--- src/rtl/i2c_rx_word_ctrl_pkg.sv ---
// Shared types and constants for the I2C receive word sequencer.
package i2c_rx_word_ctrl_pkg;

    typedef enum logic [1:0] {
        IDLE,
        RECV,
        ACK,
        DONE
    } state_e;

    localparam int unsigned SZ_BYTE = 8;
    localparam int unsigned SZ_HALF = 16;
    localparam int unsigned SZ_WORD = 32;

    function automatic logic is_legal_size(input logic [31:0] sz);
        return (sz == SZ_BYTE) || (sz == SZ_HALF) || (sz == SZ_WORD);
    endfunction

endpackage

--- src/rtl/i2c_rx_word_ctrl.sv ---
// I2C receive word sequencer: counts sampled SDA bits, gates the receive
// shift buffer load, inserts ACK slots per byte and flags done/abort.
module i2c_rx_word_ctrl
    import i2c_rx_word_ctrl_pkg::*;
#(
    parameter bit          ACK_EN = 1'b1,
    parameter int unsigned SIZE_W = 8
) (
    input  logic              clk,
    input  logic              rst,
    input  logic              start,
    input  logic [SIZE_W-1:0] size,
    input  logic              bit_strobe,
    input  logic              stop_det,
    output logic              rload,
    output logic [SIZE_W-1:0] size_o,
    output logic              ack_drive,
    output logic              busy,
    output logic              done,
    output logic              err,
    output logic [5:0]        bit_cnt
);

    state_e            state_q, state_d;
    logic [SIZE_W-1:0] size_q, size_d;
    logic [5:0]        bit_cnt_q, bit_cnt_d;
    logic              err_q, err_d;

    logic [5:0]        cnt_inc;
    logic [SIZE_W-1:0] cnt_ext;
    logic [SIZE_W-1:0] cnt_inc_ext;

    assign cnt_inc     = bit_cnt_q + 6'd1;
    assign cnt_ext     = SIZE_W'(bit_cnt_q);
    assign cnt_inc_ext = SIZE_W'(cnt_inc);

    always_ff @(posedge clk) begin
        if (rst) begin
            state_q   <= IDLE;
            size_q    <= '0;
            bit_cnt_q <= '0;
            err_q     <= 1'b0;
        end else begin
            state_q   <= state_d;
            size_q    <= size_d;
            bit_cnt_q <= bit_cnt_d;
            err_q     <= err_d;
        end
    end

    always_comb begin
        state_d   = state_q;
        size_d    = size_q;
        bit_cnt_d = bit_cnt_q;
        err_d     = 1'b0;
        case (state_q)
            IDLE: begin
                if (start) begin
                    if (is_legal_size(32'(size))) begin
                        size_d    = size;
                        bit_cnt_d = '0;
                        state_d   = RECV;
                    end else begin
                        err_d = 1'b1;
                    end
                end
            end
            RECV: begin
                // Abort wins over a coincident strobe; partial count is kept.
                if (stop_det) begin
                    err_d   = 1'b1;
                    state_d = IDLE;
                end else if (bit_strobe) begin
                    bit_cnt_d = cnt_inc;
                    if (cnt_inc[2:0] == 3'd0) begin
                        if (ACK_EN) begin
                            state_d = ACK;
                        end else if (cnt_inc_ext == size_q) begin
                            state_d = DONE;
                        end
                    end
                end
            end
            ACK: begin
                if (stop_det) begin
                    err_d   = 1'b1;
                    state_d = IDLE;
                end else if (bit_strobe) begin
                    state_d = (cnt_ext == size_q) ? DONE : RECV;
                end
            end
            DONE: begin
                state_d = IDLE;
            end
            default: begin
                state_d = IDLE;
            end
        endcase
    end

    assign rload     = (state_q == RECV) && bit_strobe;
    assign ack_drive = (state_q == ACK);
    assign busy      = (state_q == RECV) || (state_q == ACK);
    assign done      = (state_q == DONE);
    assign err       = err_q;
    assign size_o    = size_q;
    assign bit_cnt   = bit_cnt_q;

endmodule

--- config.mk ---
export PLATFORM = sky130hd
export DESIGN_NAME = i2c_rx_word_ctrl
export DESIGN_NICKNAME = d
export VERILOG_FILES = /design/src/rtl/i2c_rx_word_ctrl_pkg.sv /design/src/rtl/i2c_rx_word_ctrl.sv
export SDC_FILE = /design/constraint.sdc
export NUM_CORES = 1
export LEC_CHECK = 0
export ABC_AREA = 1
export BUFFER_PORTS_ARGS = -buffer_cell sky130_fd_sc_hd__buf_2
export CORE_MARGIN = 3
export CORE_UTILIZATION = 49
export CTS_CLUSTER_SIZE = 40
export DETAILED_ROUTE_END_ITERATION = 16
export PLACE_DENSITY_LB_ADDON = 0.05
export SETUP_SLACK_MARGIN = 0.05
export SLEW_MARGIN = 20
export SYNTH_ARGS = -nofsm -noshare
export SYNTH_HDL_FRONTEND = slang
export SYNTH_SLANG_ARGS = --single-unit
export TNS_END_PERCENT = 10
--- constraint.sdc ---
create_clock -name clk -period 2 [get_ports clk]
set_input_delay 0.2 -clock clk [delete_from_list [all_inputs] [get_ports clk]]
set_output_delay 0.2 -clock clk [all_outputs]
set_load 0.01 [all_outputs]
==> results_dict.tcl <==
set metrics [dict create \
    drt_iter0_drc 15 \
    avgViaCountPerCell 4.70 \
    cp_max_fo 5 \
    die_w_um 52.2 \
    layout-drive-gt1-share 0.224 \
    crit_type "flop to flop" \
    crit_path_start "state_q[0]" \
    fillers 202 \
    synthCells 162 \
    grt_pass1_vias 915 \
    cpMaxStageDelayCell "dfxtp_1" \
    hp-start "rst" \
    cp.required_ns 2.23 \
    routed-via-count 1049 \
    fin_ws_ns 0.360 \
    fin_tns_setup_ns 0 \
    rsz0062_at_grt "no" \
    gp_congestion 0.861 \
    leakagePower_nw 0.706 \
    crit_buf_inv 3 \
    antenna_cells 0 \
    status "complete, no violations" \
    initial_core_util 0.523 \
    io_pins 32 \
    worstPathArrival_ns 1.87 \
    start_kind "flop" \
    hold_path_end "state_q[1]" \
    rr_startpoint "state_q[0]" \
    cap_violations 0 \
    nets 217 \
    ys.warnings.count 0 \
    fp.dieH_um 52.2 \
    row_count 16 \
    clkSinkCount 17 \
    hold_buffers 0 \
    layoutNonFillerInstCount 223 \
    min_path_type "input port to flop" \
    drt-total-wl_mm 2.27 \
    hold_depth 2 \
    grt_pass1_wl_mm 3.84 \
    ff2ff_path_depth 11 \
    ys_ff_latch 17 \
    end_kind "flop" \
    slew_headroom 0.741 \
    crit_family "simple AND/OR/NAND/NOR gates" \
    min_period_ns 1.64 \
    place_ws_ns 0.371 \
    ff2ff_setup_slack_ns 0.36 \
    synth_nets 182 \
    grt_max_degree 15 \
    vdd_drop_max_mv 0.305 \
    cts_buffer_depth 2 \
    area_delta_synth_final_pct 20.3 \
    clkLatencyLatePin_ns 0.29 \
    fin_crit_sh 0.820 \
    grt-ovfl-total 0 \
    dp.cells 219 \
    post_cts_buffers 0 \
    die_area_um2 2730 \
    drv_slew 0 \
    drtPass1Iterations 4 \
    drc_errors 0 \
    wl_per_cell_um 10.2 \
    final_antenna_net_count 0 \
    clkSlewWorstSetupHoldPaths_ns 0.10 \
    syn_avg_cell_area_um2 6.46 \
    r2r-end "state_q[1]" \
    fmax_mhz 610 \
    cts_max_level 1 \
    p_per_area_nw_per_um2 462 \
    hold_viol 0 \
    finish.utilization 0.629 \
    cp_cell_sequence "inv_1 > ha_1 > inv_1 > nor2_1 > inv_1 > nand2_1 > a21oi_1 > nand3_1 > nor2_1 > nor2_1 > nor2_1" \
    port_buffers 31 \
    grt_usage 0.186 \
    crit_top_cell "nor2_1" \
    numCtsBuffers 3 \
    worst_slew_pin_slew_ns 0.388 \
    mappedNetlistArea_um2 1050 \
    crit_path_max_incr_delay_ns 0.38 \
    synth_seq_area_share 0.325 \
    setup_viol 0 \
    clock-skew-final_ns 0.000879 \
    cts-root-buf "clkbuf_4" \
    core_um2 2000 \
    post-dp-hpwl_mm 1.79 \
    yosysUniqueCellTypes 22 \
    antenna_found_initial 0 \
    ctsResizeCount 0 \
    cts_tree "built" \
]
==> placed cells by master (no fill, tap or decap), drive strengths merged <==
cell type  netlist  layout
nand4            1       1
clkinv           1       1
nand3           11      11
xnor2            1       1
inv             29      29
o21bai           1       1
nand2           46      46
clkbuf           0       4
nor2            24      24
a211oi           1       1
a21oi           12      12
buf              2      32
nor3             1       1
o21ai            8       8
dfxtp           17      17
ha               7       7
==> kinds of logic after synthesis <==
group | share of synthesized area
compound gates | 0.128
buf+inv | 0.122
simple gates | 0.333
xor+xnor | 0.00836
fa+ha+maj | 0.0836
flops | 0.325
==> Yosys cell counts <==
cell type	instances	area [µm²]
nand3_1	11	55.1
nand4_1	1	6.26
o21ai_2	1	8.76
nor3_1	1	5.00
inv_1	28	105
a21oi_2	1	8.76
a21oi_1	10	50.1
buf_2	2	10.0
clkinv_4	1	8.76
a211oi_1	1	7.51
nand2_1	43	161
a21oi_4	1	16.3
nor2_1	23	86.3
dfxtp_1	17	340
xnor2_1	1	8.76
ha_1	7	87.6
o21ai_0	7	35.0
nand2_4	1	11.3
o21bai_1	1	7.51
nand2_2	2	12.5
inv_2	1	3.75
nor2_4	1	11.3
==> flip-flops by register name, indices dropped and copies added (netlist names) <==
register  cells
size_o        8
bit_cnt       6
state_q       2
err           1
==> layout make-up <==
cell class              instances  area [µm²]  area share
well taps                      27        33.8      0.0268
multi-input cells             113         579       0.460
repair buffers                 32         163       0.129
inverters                      30         118      0.0933
clock buffers                   4        26.3      0.0209
flip-flops and latches         17         340       0.270
==> layer usage <==
layer | share of wire | up-vias | routed length (µm) | global-route usage
met4 | 0.014 | 0 | 31 | 0.0766
met3 | 0.053 | 4 | 121 | 0.0285
met2 | 0.44 | 29 | 987 | 0.305
met1 | 0.50 | 447 | 1130 | 0.242
li1 | - | 569 | - | -
met5 | 0 | - | 0 | 0
==> power breakdown <==
part | internal [mW] | leakage, nW | switching (mW) | total, mW
combinational | 0.0221 | 0.554 | 0.0332 | 0.0553
clock | 0.0775 | 0.0150 | 0.106 | 0.183
sequential | 0.341 | 0.137 | 0.00199 | 0.343
total | 0.440 | 0.706 | 0.141 | 0.582
==> how the worst max path moves through the flow <==
stage	slack, ns	cells after the start	to
after floorplan	0.57	8	state_q[0]
after global placement	0.40	11	state_q[1]
after detailed placement	0.37	11	state_q[1]
after CTS	0.35	11	state_q[1]
after global routing	0.22	11	state_q[1]
final	0.36	11	state_q[1]
==> stage by stage <==
step                      total power [mW]  hold WS (ns)  area [µm²]
after floorplan                      0.382         0.269        1050
after global placement               0.405         0.430        1230
after detailed placement             0.406         0.429        1230
after CTS                            0.591         0.110        1260
after global routing                 0.610         0.117        1260
final                                0.582         0.125        1260
(Power assumes the default switching activity.)
